==> src/rtl/rom_ram_ctrl_pkg.sv <==
// Shared types and constants for the ROM-to-RAM copy/verify controller.
package rom_ram_ctrl_pkg;

    typedef enum logic [1:0] {
        StIdle,
        StCopy,
        StVerify,
        StDone
    } ctrl_state_t;

    localparam int unsigned RD_LAT_MIN = 1;
    localparam int unsigned RD_LAT_MAX = 3;

    // Keeps the tracking pipe at a buildable depth if RD_LAT is set out of range.
    function automatic int unsigned rd_lat_clamp(input int unsigned lat);
        if (lat < RD_LAT_MIN) begin
            return RD_LAT_MIN;
        end
        if (lat > RD_LAT_MAX) begin
            return RD_LAT_MAX;
        end
        return lat;
    endfunction

endpackage

==> src/rtl/rd_lat_pipe.sv <==
// Valid/index delay line matching the memory read latency, so each returning
// word is tagged with the transfer index that requested it.
module rd_lat_pipe #(
    parameter int unsigned DEPTH = 1,
    parameter int unsigned IW    = 8
) (
    input  logic          clk,
    input  logic          rst_n,
    input  logic          i_vld,
    input  logic [IW-1:0] i_idx,
    output logic          o_vld,
    output logic [IW-1:0] o_idx
);

    logic [DEPTH-1:0]         r_vld;
    logic [DEPTH-1:0][IW-1:0] r_idx;

    always_ff @(posedge clk or negedge rst_n) begin
        if (!rst_n) begin
            r_vld <= '0;
            r_idx <= '0;
        end else begin
            r_vld[0] <= i_vld;
            r_idx[0] <= i_idx;
            for (int unsigned k = 1; k < DEPTH; k++) begin
                r_vld[k] <= r_vld[k-1];
                r_idx[k] <= r_idx[k-1];
            end
        end
    end

    assign o_vld = r_vld[DEPTH-1];
    assign o_idx = r_idx[DEPTH-1];

endmodule

==> src/rtl/rom_ram_copy_ctrl.sv <==
// Copies a ROM block into RAM, reads both back and counts mismatching words.
// Sole master of both single-port memory ports; all outputs are registered.
module rom_ram_copy_ctrl
    import rom_ram_ctrl_pkg::*;
#(
    parameter int unsigned AW     = 8,
    parameter int unsigned DW     = 8,
    parameter int unsigned RD_LAT = 1
) (
    input  logic          clk,
    input  logic          rst_n,
    input  logic          start,
    input  logic [AW-1:0] src_base,
    input  logic [AW-1:0] dst_base,
    input  logic [AW:0]   len,
    output logic          busy,
    output logic          done,
    output logic [AW:0]   err_cnt,
    output logic [AW-1:0] first_err_addr,
    output logic [AW-1:0] rom_addr,
    input  logic [DW-1:0] rom_q,
    output logic [AW-1:0] ram_addr,
    output logic [DW-1:0] ram_data,
    output logic          ram_wren,
    input  logic [DW-1:0] ram_q
);

    localparam int unsigned PipeDepth = rd_lat_clamp(RD_LAT);
    localparam logic [AW:0] ErrMax    = {1'b1, {AW{1'b0}}};

    ctrl_state_t   r_state;
    logic          r_busy;
    logic          r_done;
    logic [AW:0]   r_err_cnt;
    logic [AW-1:0] r_first_err;
    logic [AW-1:0] r_rom_addr;
    logic [AW-1:0] r_ram_addr;
    logic [DW-1:0] r_ram_data;
    logic          r_ram_wren;
    logic [AW-1:0] r_src;
    logic [AW-1:0] r_dst;
    logic [AW:0]   r_len;
    logic          r_iss_vld;
    logic [AW-1:0] r_iss_idx;
    logic [AW-1:0] r_wr_idx;

    logic          w_pipe_vld;
    logic [AW-1:0] w_pipe_idx;
    logic [AW:0]   w_len_m1;
    logic          w_iss_last;
    logic          w_pipe_last;
    logic          w_wr_last;

    // One shared tracker: copy and verify reads never overlap in time.
    rd_lat_pipe #(
        .DEPTH (PipeDepth),
        .IW    (AW)
    ) u_rd_lat_pipe (
        .clk   (clk),
        .rst_n (rst_n),
        .i_vld (r_iss_vld),
        .i_idx (r_iss_idx),
        .o_vld (w_pipe_vld),
        .o_idx (w_pipe_idx)
    );

    assign w_len_m1    = r_len - (AW+1)'(1);
    assign w_iss_last  = ({1'b0, r_iss_idx}  == w_len_m1);
    assign w_pipe_last = ({1'b0, w_pipe_idx} == w_len_m1);
    assign w_wr_last   = ({1'b0, r_wr_idx}   == w_len_m1);

    always_ff @(posedge clk or negedge rst_n) begin
        if (!rst_n) begin
            r_state     <= StIdle;
            r_busy      <= 1'b0;
            r_done      <= 1'b0;
            r_err_cnt   <= '0;
            r_first_err <= '0;
            r_rom_addr  <= '0;
            r_ram_addr  <= '0;
            r_ram_data  <= '0;
            r_ram_wren  <= 1'b0;
            r_src       <= '0;
            r_dst       <= '0;
            r_len       <= '0;
            r_iss_vld   <= 1'b0;
            r_iss_idx   <= '0;
            r_wr_idx    <= '0;
        end else begin
            r_done     <= 1'b0;
            r_ram_wren <= 1'b0;

            // Address issue: one index per cycle until len-1 has been driven.
            if (r_iss_vld) begin
                if (w_iss_last) begin
                    r_iss_vld <= 1'b0;
                end else begin
                    r_iss_idx  <= r_iss_idx + AW'(1);
                    r_rom_addr <= r_rom_addr + AW'(1);
                    if (r_state == StVerify) begin
                        r_ram_addr <= r_ram_addr + AW'(1);
                    end
                end
            end

            case (r_state)
                StIdle: begin
                    if (start) begin
                        r_src       <= src_base;
                        r_dst       <= dst_base;
                        r_len       <= len;
                        r_busy      <= 1'b1;
                        r_err_cnt   <= '0;
                        r_first_err <= '0;
                        if (len == '0) begin
                            r_state <= StDone;
                            r_done  <= 1'b1;
                        end else begin
                            r_state    <= StCopy;
                            r_rom_addr <= src_base;
                            r_iss_vld  <= 1'b1;
                            r_iss_idx  <= '0;
                        end
                    end
                end
                StCopy: begin
                    if (w_pipe_vld) begin
                        r_ram_wren <= 1'b1;
                        r_ram_addr <= r_dst + w_pipe_idx;
                        r_ram_data <= rom_q;
                        r_wr_idx   <= w_pipe_idx;
                    end
                    // Verify reads start the cycle after the final write.
                    if (r_ram_wren && w_wr_last) begin
                        r_state    <= StVerify;
                        r_rom_addr <= r_src;
                        r_ram_addr <= r_dst;
                        r_iss_vld  <= 1'b1;
                        r_iss_idx  <= '0;
                    end
                end
                StVerify: begin
                    if (w_pipe_vld) begin
                        if (rom_q != ram_q) begin
                            if (r_err_cnt != ErrMax) begin
                                r_err_cnt <= r_err_cnt + (AW+1)'(1);
                            end
                            if (r_err_cnt == '0) begin
                                r_first_err <= r_dst + w_pipe_idx;
                            end
                        end
                        if (w_pipe_last) begin
                            r_state <= StDone;
                            r_done  <= 1'b1;
                        end
                    end
                end
                StDone: begin
                    r_busy  <= 1'b0;
                    r_state <= StIdle;
                end
                default: begin
                    r_state <= StIdle;
                end
            endcase
        end
    end

    assign busy           = r_busy;
    assign done           = r_done;
    assign err_cnt        = r_err_cnt;
    assign first_err_addr = r_first_err;
    assign rom_addr       = r_rom_addr;
    assign ram_addr       = r_ram_addr;
    assign ram_data       = r_ram_data;
    assign ram_wren       = r_ram_wren;

endmodule
==> config.mk <==
export PLATFORM = sky130hd
export DESIGN_NAME = rom_ram_copy_ctrl
export DESIGN_NICKNAME = d
export VERILOG_FILES = /design/src/rtl/rom_ram_ctrl_pkg.sv /design/src/rtl/rd_lat_pipe.sv /design/src/rtl/rom_ram_copy_ctrl.sv
export SDC_FILE = /design/constraint.sdc
export NUM_CORES = 1
export LEC_CHECK = 0
export CAP_MARGIN = 20
export CELL_PAD_IN_SITES_DETAIL_PLACEMENT = 0
export CELL_PAD_IN_SITES_GLOBAL_PLACEMENT = 1
export CORE_UTILIZATION = 49
export CTS_BUF_LIST = sky130_fd_sc_hd__clkbuf_16
export CTS_CLUSTER_SIZE = 40
export DETAILED_ROUTE_END_ITERATION = 6
export DONT_BUFFER_PORTS = 1
export HOLD_SLACK_MARGIN = 0.05
export PLACE_DENSITY_LB_ADDON = 0.1
export SYNTH_ARGS = -nofsm -noshare
export SYNTH_HDL_FRONTEND = slang
export SYNTH_SLANG_ARGS = --single-unit
==> constraint.sdc <==
create_clock -name clk -period 3.4 [get_ports clk]
set_input_delay 0.51 -clock clk [delete_from_list [all_inputs] [get_ports clk]]
set_output_delay 0.51 -clock clk [all_outputs]
set_load 0.02 [all_outputs]
==> metrics.log <==
[metrics] 1st-pass router iterations: 4
[metrics] starting DRC count in detailed routing: 342
[metrics] mean cell area of the mapped netlist: 9.44 um2
[metrics] number of warnings reported in the yosys synthesis log: 0
[metrics] worst endpoint required time: 3.62 ns
[metrics] buffers added on ports: 0
[metrics] H-tree level count: 3
[metrics] path class of the lowest-slack min-delay path: in -> async
[metrics] Cell Rows: 38
[metrics] final cell area excluding filler cells: 0.00598 mm2
[metrics] Die Y: 108 um
[metrics] ranking of synthesized cells by area: dfrtp_1 (44%), xnor2_1 (5.5%), nand2_1 (5.1%)
[metrics] CP Max Fanout: 23
[metrics] post-synth top area cell: dfrtp_1
[metrics] synthesized flop and latch total: 97
[metrics] path type of the worst setup path: reg -> reg
[metrics] number of global-route vias before repair: 3961
[metrics] drt wl/cell: 17.2 um
[metrics] Primary FF master, synth: dfrtp_1
[metrics] result of the run: finished clean
[metrics] detailed-route vias per instance: 5.70
[metrics] number of instances in the synthesized netlist: 587
[metrics] hold violation count in the final report: 0
[metrics] simple-gate share of the synthesized area: 0.185
[metrics] fraction of synthesized area in multiplexers: 0.0492
[metrics] synthesis-to-layout area growth: 7.88%
[metrics] clock buffer count from CTS: 9
[metrics] clock latency on the worst-skew pair: 0.35 ns
[metrics] sinks on the clock net: 97
[metrics] hold_buf cts: 1
[metrics] post-synth net total: 649
[metrics] share of layout cells above drive strength 1: 0.0966
[metrics] fill cell count: 988
[metrics] sum of negative setup slack: 0 ns
[metrics] combined area of all synthesized cells: 0.00554 mm2
[metrics] Hold Slack: 0.0711 ns
[metrics] area enclosed by the die boundary: 0.0117 mm2
[metrics] Fin Clk Skew: 0.00815 ns
[metrics] Post-Synth Adder-Cell Area: 0.0420
[metrics] core occupancy in the finished layout: 0.547
[metrics] core box area: 0.0109 mm2
[metrics] GP Congestion: 0.860
[metrics] leftover overflow at the end of global routing: 0
[metrics] maximum buffer depth of the clock tree: 2
[metrics] slew at the pin closest to its max-slew limit: 0.759 ns
[metrics] Post-CTS Setup Repair Bufs: 0
[metrics] number of standard cells in the final layout excluding fillers: 720
[metrics] area fraction in compound gates after synthesis: 0.132
[metrics] share of synthesized area occupied by flip-flops and latches: 0.438
[metrics] setup-violating endpoint count in the final report: 0
[metrics] initial cell density of the core: 0.507
[metrics] max-slew violation total from the final report: 0
[metrics] post-CTS clock slew at the launch and capture registers of the worst setup and hold paths: 0.06 ns
[metrics] area share of the leading cell type in the synthesized netlist: 0.438
[metrics] sort of element at the end of the critical path: flop
[metrics] static leakage power: 2.56 nW
[metrics] number of flops mapped to enable cells by yosys: 0
[metrics] die outline width: 108 um
[metrics] nets: 640
[metrics] initial antenna violation count: 0
[metrics] minimum period implied by the final worst setup slack: 3.09 ns
[metrics] Distinct cells, synth: 73
[metrics] vias: 4104
[metrics] max capacitance violation total: 0
[metrics] total power per unit cell area: 378 mW/mm2
[metrics] Startpoint Class: flop
[metrics] pin count of the biggest net entering global routing: 98
[metrics] overall routing resource usage: 0.230
[metrics] CTS tree: yes
[metrics] arrival time at the worst endpoint: 3.32 ns
[metrics] fraction of synthesis flops using an asynchronous set or reset pin: 1.00
[metrics] Placed Instance Area: 0.00565 mm2
[metrics] HPWL Detailed: 9050 um
[metrics] worst vdd ir: 283 uV
[metrics] unrepaired setup endpoints after global routing: false
[metrics] I/O Pins: 88
[metrics] final antenna-violating net count: 0
[metrics] number of cells traversed by the worst register-to-register path: 11
[metrics] xor and xnor area share after synthesis: 0.101
[metrics] Root Driver: clkbuf_16
[metrics] DRC violation count after routing: 0
[metrics] maximum clock frequency: 323 MHz
[metrics] final worst path period share: 0.910
[metrics] main combinational cell family by area after synthesis: simple AND/OR/NAND/NOR gates
[metrics] antenna diode instance count: 0
[metrics] sum of routed wire length over all layers: 12400 um
[metrics] headroom to the max-slew limit: 0.493
[metrics] total of cells resized after clock tree synthesis: 0
[metrics] Cells after DPL: 706
[metrics] global-route wire length before repair: 20400 um
==> per-layer routing <==
metal / up-vias / routed length, um / global-route usage
met5: - / 0 / 0
met4: 0 / 249 / 0.0898
met3: 13 / 789 / 0.0542
met2: 105 / 5590 / 0.347
met1: 1969 / 5720 / 0.318
li1: 2017 / - / -
==> report_power, final <==
| group | switching [mW] | internal (mW) | total (mW) | leakage, nW |
|---|---|---|---|---|
| logic | 0.0262 | 0.0151 | 0.0413 | 1.34 |
| clock network | 0.420 | 0.629 | 1.05 | 0.141 |
| registers | 0.00894 | 1.16 | 1.17 | 1.08 |
==> cells in the final DEF, fill, tap and decap left out, drive strengths merged, types with 7 or more instances in the layout <==
master | synthesis | routed
dfrtp | 97 | 97
nand2 | 76 | 76
o21ai | 57 | 57
inv | 42 | 42
xnor2 | 36 | 36
nor2 | 35 | 35
nor3 | 26 | 26
nand3 | 25 | 25
xor2 | 22 | 22
ha | 17 | 17
mux2 | 16 | 16
a21oi | 9 | 9
clkbuf | 20 | 9
buf | 9 | 9
mux2i | 8 | 8
nand4 | 7 | 7
o221ai | 7 | 7
==> worst paths after layout <==
check | startpoint | to | slack [ns]
worst max-delay path | r_len[0] | rom_addr[7] | 0.31
worst min-delay path | rst_n | ram_data[4] | 0.07
worst max register to register | r_len[0] | rom_addr[7] | 0.31
worst min register to register | r_src[7] | r_src[7] | 0.51
max in group asynchronous | rst_n | u_rd_lat_pipe.o_idx[7] | 2.92
min in group clk | dst_base[6] | r_dst[6] | 0.27
==> area by class of cell <==
type,count,area [um2],area share
flip-flops and latches,97,2430,0.406
clock inverters,4,71.3,0.0119
multi-input cells,419,2820,0.472
clock buffers,9,225,0.0377
well taps,140,175,0.0293
repair buffers,9,100,0.0167
inverters,42,158,0.0264
==> synth_stat cells (9+ instances only) <==
cell type / number
dfrtp_1: 97
nand2_1: 75
o21ai_0: 56
inv_1: 42
xnor2_1: 35
nor2_1: 32
nand3_1: 25
nor3_1: 25
xor2_1: 22
clkbuf_1: 20
ha_1: 17
mux2_2: 16
a21oi_1: 9
==> critical path, stage by stage, from the launching register on <==
cell,delay [ns]
dfrtp_1,0.47
inv_1,0.11
ha_1,0.19
nor3b_2,0.52
nand2_2,0.17
a31oi_1,0.20
o311ai_1,0.19
o41ai_4,0.44
buf_12,0.22
nor4_1,0.07
a311oi_1,0.27
o21ai_1,0.11
==> cells by family (layout without fill, tap and decap cells) <==
group                    count (synthesis)  in the layout
AND/OR/NAND/NOR                        205            205
AO/OA/AOI/OAI                          112            112
flip-flops                              97             97
buffers and inverters                   71             64
XOR/XNOR                                60             60
multiplexers                            24             24
adder cells (fa/ha/maj)                 18             18
==> state kept, by name, summed over array words and instances, names as in the netlist <==
name / cells
done: 1
err_cnt: 9
r_len: 9
u_rd_lat_pipe.o_idx: 8
r_src: 8
ram_wren: 1
busy: 1
r_iss_vld: 1
ram_data: 8
ram_addr: 8
r_dst: 8
r_wr_idx: 8
r_state: 2
u_rd_lat_pipe.o_vld: 1
first_err_addr: 8
rom_addr: 8
r_iss_idx: 8
==> metrics by stage <==
stage	worst slack, ns	power (mW)
final	0.306	2.26
after global routing	0.0935	2.35
after CTS	0.329	2.29
after detailed placement	0.341	1.21
after global placement	0.479	1.21
after floorplan	0.619	1.20
No activity file was read; power rests on OpenSTA's default activity.
